===== config.mk =====
export PLATFORM = sky130hd
export DESIGN_NAME = shift_engine
export DESIGN_NICKNAME = d
export VERILOG_FILES = /design/src/rtl/shift_engine.sv
export SDC_FILE = /design/constraint.sdc
export NUM_CORES = 1
export LEC_CHECK = 0
export BUFFER_PORTS_ARGS = -buffer_cell sky130_fd_sc_hd__buf_2
export CAP_MARGIN = 10
export CORE_MARGIN = 3
export CORE_UTILIZATION = 40
export DETAILED_ROUTE_END_ITERATION = 8
export PLACE_DENSITY = 0.67
export SYNTH_ARGS = -nofsm -noshare
export SYNTH_HDL_FRONTEND = slang
export SYNTH_SLANG_ARGS = --single-unit

===== constraint.sdc =====
create_clock -name clk -period 1.5 [get_ports clk]
set_clock_uncertainty 0.05 [all_clocks]
set_input_delay 0.3 -clock clk [delete_from_list [all_inputs] [get_ports clk]]
set_output_delay 0.3 -clock clk [all_outputs]
set_load 0.1 [all_outputs]

===== src/rtl/shift_engine.sv =====
// Multi-cycle shifter: captures an operand, then shifts/rotates it up to STEP
// bit positions per clock until the requested amount is consumed.
module shift_engine #(
  parameter int WIDTH = 5,
  parameter int AW    = 3,
  parameter int STEP  = 1
) (
  input  logic             clk,
  input  logic             rst,
  input  logic             start,
  input  logic [2:0]       mode,
  input  logic [WIDTH-1:0] data,
  input  logic [AW-1:0]    amount,
  output logic             busy,
  output logic             done,
  output logic [WIDTH-1:0] result,
  output logic             lost,
  output logic             err
);

  typedef enum logic [1:0] {S_IDLE, S_RUN, S_DONE} state_t;

  localparam logic [2:0] M_SLL = 3'd0;
  localparam logic [2:0] M_SRL = 3'd1;
  localparam logic [2:0] M_SRA = 3'd2;
  localparam logic [2:0] M_ROL = 3'd3;
  localparam logic [2:0] M_ROR = 3'd4;

  state_t           state;
  logic [AW-1:0]    rem;
  logic [2:0]       md;
  logic [WIDTH-1:0] sh_res;
  logic             sh_lost;
  logic [AW-1:0]    rem_nx;

  // One edge's worth of work: min(STEP, rem) single-bit steps, unrolled.
  always_comb begin
    sh_res  = result;
    sh_lost = 1'b0;
    for (int i = 0; i < STEP; i++) begin
      if (i < int'(rem)) begin
        case (md)
          M_SLL: begin sh_lost = sh_lost | sh_res[WIDTH-1]; sh_res = {sh_res[WIDTH-2:0], 1'b0}; end
          M_SRL: begin sh_lost = sh_lost | sh_res[0]; sh_res = {1'b0, sh_res[WIDTH-1:1]}; end
          M_SRA: begin sh_lost = sh_lost | sh_res[0]; sh_res = {sh_res[WIDTH-1], sh_res[WIDTH-1:1]}; end
          M_ROL: sh_res = {sh_res[WIDTH-2:0], sh_res[WIDTH-1]};
          M_ROR: sh_res = {sh_res[0], sh_res[WIDTH-1:1]};
          default: sh_res = sh_res;
        endcase
      end
    end
    // STEP may exceed what AW can count; that case always drains rem in one edge.
    rem_nx = (int'(rem) > STEP) ? rem - AW'(STEP) : '0;
  end

  always_ff @(posedge clk or negedge rst) begin
    if (!rst) begin
      state  <= S_IDLE;
      result <= '0;
      rem    <= '0;
      md     <= '0;
      busy   <= 1'b0;
      done   <= 1'b0;
      lost   <= 1'b0;
      err    <= 1'b0;
    end else begin
      case (state)
        S_IDLE: begin
          if (start) begin
            result <= data;
            rem    <= amount;
            md     <= mode;
            lost   <= 1'b0;
            err    <= (mode > M_ROR);
            busy   <= 1'b1;
            if (mode > M_ROR || amount == '0) begin
              state <= S_DONE;
              done  <= 1'b1;
            end else begin
              state <= S_RUN;
            end
          end
        end
        S_RUN: begin
          result <= sh_res;
          lost   <= lost | sh_lost;
          rem    <= rem_nx;
          if (rem_nx == '0) begin
            state <= S_DONE;
            done  <= 1'b1;
          end
        end
        S_DONE: begin
          state <= S_IDLE;
          done  <= 1'b0;
          busy  <= 1'b0;
        end
        default: begin
          state <= S_IDLE;
          done  <= 1'b0;
          busy  <= 1'b0;
        end
      endcase
    end
  end

endmodule


======== Word level (Yosys, flattened, before mapping) ========
Index checks and enable logic that the tools add are counted.
W data, S select, Z words.
operators by class
  muxes and demuxes ....................... 21
  add/sub/neg operators ................... 1
  magnitude comparators ................... 3
  bitwise operators ....................... 2
  equal/unequal tests ..................... 12
  reduce and logical (&&, ||, !) cells .... 14
operators with widths
  operator               number
  $pmux W5 S5            1
  $mux W5                2
  $ne A2 B2 Y1 const B   5
  $pmux W5 S2            1
  $logic_not A3 Y1       3
  $pmux W1 S2            4
  $reduce_and A2 Y1      4
  $eq A3 B2 Y1 const B   2
  $mux W1                6
  $mux W2                3
  $mux W3                2
  $ne A6 B1 Y1 const B   1
  $pmux W3 S2            1
  $ne A5 B1 Y1 const B   1
  $reduce_and A5 Y1      1
  $pmux W2 S2            1
  $reduce_and A4 Y1      1
  $eq A3 B1 Y1 const B   1
  $eq A3 B3 Y1 const B   1
  $gt A3 B1 Y1 const B   1
  $gt A3 B3 Y1 const B   1
  $lt A1 B3 Y1 const A   1
  $reduce_and A3 Y1      1
  $sub A3 B1 Y3 const B  1
  other kinds (7)        7
word-level totals
  bits in registers ....................... 17
  output and inout bits ................... 9

======== Logic depth before layout (Yosys ltp) ========
  depth in word-level cells ............... 6
  mapped depth ............................ 6
  depth with buffers taken out ............ 6

======== Worst setup path after synthesis ========
No wires, ideal clock.
  path type ............................... reg-to-reg
  start point ............................. register result[4]
  end point ............................... register result[0]
  slack ................................... -0.224 ns
  cell stages (with the launch flop) ...... 5
  setup time .............................. 0.083 ns
  required time ........................... 1.367 ns
  data arrival time ....................... 1.591 ns
  path buffers ............................ 0
  path through ............................ dfrtp_1 mux2i_1 a211oi_1 o22ai_1 o21ai_0
between the ends
  cells in the longest elaborated chain, start to end .. 3
RTL lines
  element                 RTL line  RTL
  start, declared         16        output logic [WIDTH-1:0] result,
  start signal, assigned  70        result <= data;
  start signal, assigned  85        result <= sh_res;
  $pmux W5 S5             42        case (md)
  $mux W5                 41        if (i < int'(rem)) begin
  $pmux W5 S2             67        case (state)
Every way passes these cells. The select of a mux whose other input is x is not followed.
A chain may end at the register's enable or synchronous reset.

======== Worst setup path after layout ========
  start point ............................. register rem[0]
  end point ............................... register result[3]
between the ends
  cells in the longest elaborated chain, start to end .. 3
RTL lines
  element                             RTL line  RTL
  start, declared                     30        logic [AW-1:0] rem;
  start signal, assigned              71        rem <= amount;
  start signal, assigned              87        rem <= rem_nx;
  $lt A1 B3 Y1                        41
  $ne A2 B2 Y1 (no source line)       --
  $reduce_and A4 Y1 (no source line)  --
Every way passes these cells.

==> impl_metrics.toml <==
[synthesis]
synthesis.area_um2 = 1090
synth_fp_nets = 137
syn_avg_cell_area_um2 = 8.99
synthAdderAreaFrac_pct = 2.30
synth_top_family_by_area = "compound AO/OA/AOI/OAI gates"
synth_mux_area_share_pct = 5.64
yosys_warnings = 0
synthSimpleGateAreaFrac_pct = 21.7
synth-seq-cells = 17
synthCells = 121
synth-compound-area-share_pct = 22.8
ys_types = 40
synth_xor_area_share_pct = 1.61
ys_seq_area_share_pct = 39.1

[floorplanning]
rows = 18
dieArea_um2 = 3380
die_h_um = 58.1
start_util_pct = 43.1
die_x_um = 58.1
io_pins = 23
coreArea_um2 = 2520

[layout]
antenna_cells = 0
drive_above_1_share_pct = 40.4
final_net_count = 173
synthToLayoutAreaGrowth_pct = 32.0
nFillCells = 241
regArea_um2 = 432
multi_input_area_um2 = 646

[placed_design]
pre_cts_slack_ns = -0.134
gp_congestion = 0.783
io_buffers = 22
hpwlAfterDp_um = 1920

[sta]
final_critical_path_setup_slack_ns = -0.00598
fin_crit_sh_pct = 100
fin_setup_tns_ns = -0.0102
max_freq_mhz = 664
slew-limit-headroom_pct = 68.0
hold_ws_ns = 0.164
final_max_slew_viol_count = 0
worstMarginPinSlew_ns = 0.484
rsz0062_at_grt = "true"
min_period_ns = 1.51
finalSetupViolations = 2
finalHoldViolations = 0

[grt]
grt_pass1_vias = 981
overflow = 0
grt_pass1_wl_um = 4160
grt_start_max_net_pins = 18
antenna_found_initial = 0
grt_use_total_pct = 15.8

[worst_hold_path]
hp-start = "mode[0]"
min_path_cells = 3
min_path_type = "input port to flop"

[detailed_routing]
ant_nets = 0
vias = 975
wl_um = 2540
wl_per_cell_um = 13.6
drt-vias-per-instance = 5.24
drc_errors = 0
first_pass_iters = 4
drt_iter0_drc = 12

[clocking]
clockBufferDepth = 2
cts_root_buf = "clkbuf_4"
cts-buffers-inserted = 3
cts_sinks = 17
path_clk_slew_ns = 0.10
htreeDepth = 1
insertion_delay_ns = 0.29
tritoncts = "yes"

[setup_path]
cp.arrival_ns = 1.67
path_max_fanout = 6
r2r_start = "rem[0]"
path_class = "flop to flop"
crit_path_end_kind = "flop"
start_kind = "flop"
critPathLaunch = "rem[0]"
reg2reg_depth = 4
worst_ep_required_time_ns = 1.66

[run]
maxCapViolations = 0

[run_status]
status = "finished with violations"
failed_checks = "setup timing"
-- state kept, by name (all words and copies together) (netlist names) --
| name | flops |
|---|---|
| result | 5 |
| md | 3 |
| rem | 3 |
| state | 2 |
| busy | 1 |
| done | 1 |
| err | 1 |
| lost | 1 |
-- per-layer routing --
layer  global-route usage [%]  wire length [um]  vias up
li1                         -                 -      498
met1                     18.8              1110      461
met2                     27.9              1310       14
met3                     3.12                92        2
met4                     5.63                18        0
met5                        0                 0        -
-- critical path, stage by stage, from the launching register on --
cell and delay [ns]:
dfrtp_2 0.48, or4b_4 0.50, o211ai_1 0.19, nand2_1 0.10, o211ai_1 0.10
-- layout make-up --
class | instances | share of cell area (%)
sequential | 17 | 30.1
tap | 30 | 2.62
multi-input combinational | 91 | 45.0
timing repair buffer | 38 | 18.8
inverter | 6 | 1.57
clock inverter | 1 | 0.349
clock buffer | 3 | 1.57
-- repair_timing --
| action | in CTS | in global routing |
|---|---|---|
| pin swaps | 0 | 12 |
| endpoints found under the setup margin | 7 | 11 |
| endpoints found under the hold margin | 17 | 0 |
| setup buffers | 2 | 0 |
| resized for setup | 5 | 12 |
| hold buffers | 1 | 0 |
-- per-stage QoR --
step / std cells / util (%) / cell area (um2)
6_report: 186 / 56.9 / 1440
5_1_grt: 186 / 56.9 / 1440
4_1_cts: 186 / 54.8 / 1380
3_5_place_dp: 179 / 52.2 / 1320
3_3_place_gp: 179 / 52.2 / 1320
2_1_floorplan: 121 / - / 1090
-- cell families (layout without fill, tap and decap cells) --
group	count (synthesis)	count (layout)
flip-flops	17	17
adder cells (fa/ha/maj)	2	2
AND/OR/NAND/NOR	44	44
buffers and inverters	13	48
XOR/XNOR	2	2
multiplexers	6	6
AO/OA/AOI/OAI	37	37
-- layout by cell type, fill, tap and decap left out, types with 2 or more instances in the layout --
master,instances
nand2_1,20
buf_2,17
buf_4,16
dfrtp_1,12
a21oi_1,9
o21ai_0,8
inv_1,5
mux2i_1,5
nor2_1,5
clkbuf_4,5
dfrtp_2,5
nand3_1,4
nand3b_1,3
xor2_1,2
nand2b_1,2
o211ai_1,2
nor3_1,2
o211ai_2,2
ha_4,2
buf_12,2
-- Yosys cell counts --
master / count / area (um2)
a21oi_1: 9 / 45.0
o21ba_2: 2 / 20.0
o211ai_2: 2 / 25.0
a211oi_1: 1 / 7.51
nand3_1: 4 / 20.0
ha_1: 2 / 25.0
o22ai_1: 1 / 6.26
xor2_1: 2 / 17.5
or2b_1: 1 / 7.51
nand3b_1: 3 / 22.5
a21boi_0: 1 / 7.51
nand2b_1: 2 / 12.5
mux2i_1: 5 / 50.1
nor3b_1: 1 / 7.51
a21oi_2: 1 / 8.76
or3_1: 1 / 6.26
a21o_1: 1 / 7.51
a31o_2: 1 / 8.76
nor3_1: 2 / 10.0
buf_4: 2 / 15.0
or4b_4: 1 / 13.8
buf_6: 2 / 22.5
mux2_2: 1 / 11.3
and2_4: 1 / 8.76
and2b_1: 1 / 7.51
dfrtp_1: 17 / 425
nor2_1: 5 / 18.8
o32a_1: 1 / 10.0
o21ai_0: 10 / 50.1
or3b_1: 1 / 8.76
nand3_4: 1 / 17.5
nand2_1: 20 / 75.1
o31ai_1: 1 / 7.51
buf_2: 2 / 10.0
o221ai_1: 2 / 17.5
o211ai_1: 2 / 15.0
clkbuf_1: 1 / 3.75
o21ai_1: 1 / 5.00
a31oi_1: 1 / 6.26
inv_1: 6 / 22.5
-- worst paths after layout --
| kind | end | slack [ns] |
|---|---|---|
| setup reg to reg | result[3] | -0.006 |
| hold / removal | md[0] | 0.16 |
| hold reg to reg | err | 0.44 |
| setup / recovery | result[3] | -0.006 |
| min in group asynchronous | md[0] | 0.40 |
| max in group asynchronous | result[4] | 0.69 |
Power is not shown: default switching activity piles up to over one toggle a cycle in this logic, so the estimate is an artifact.
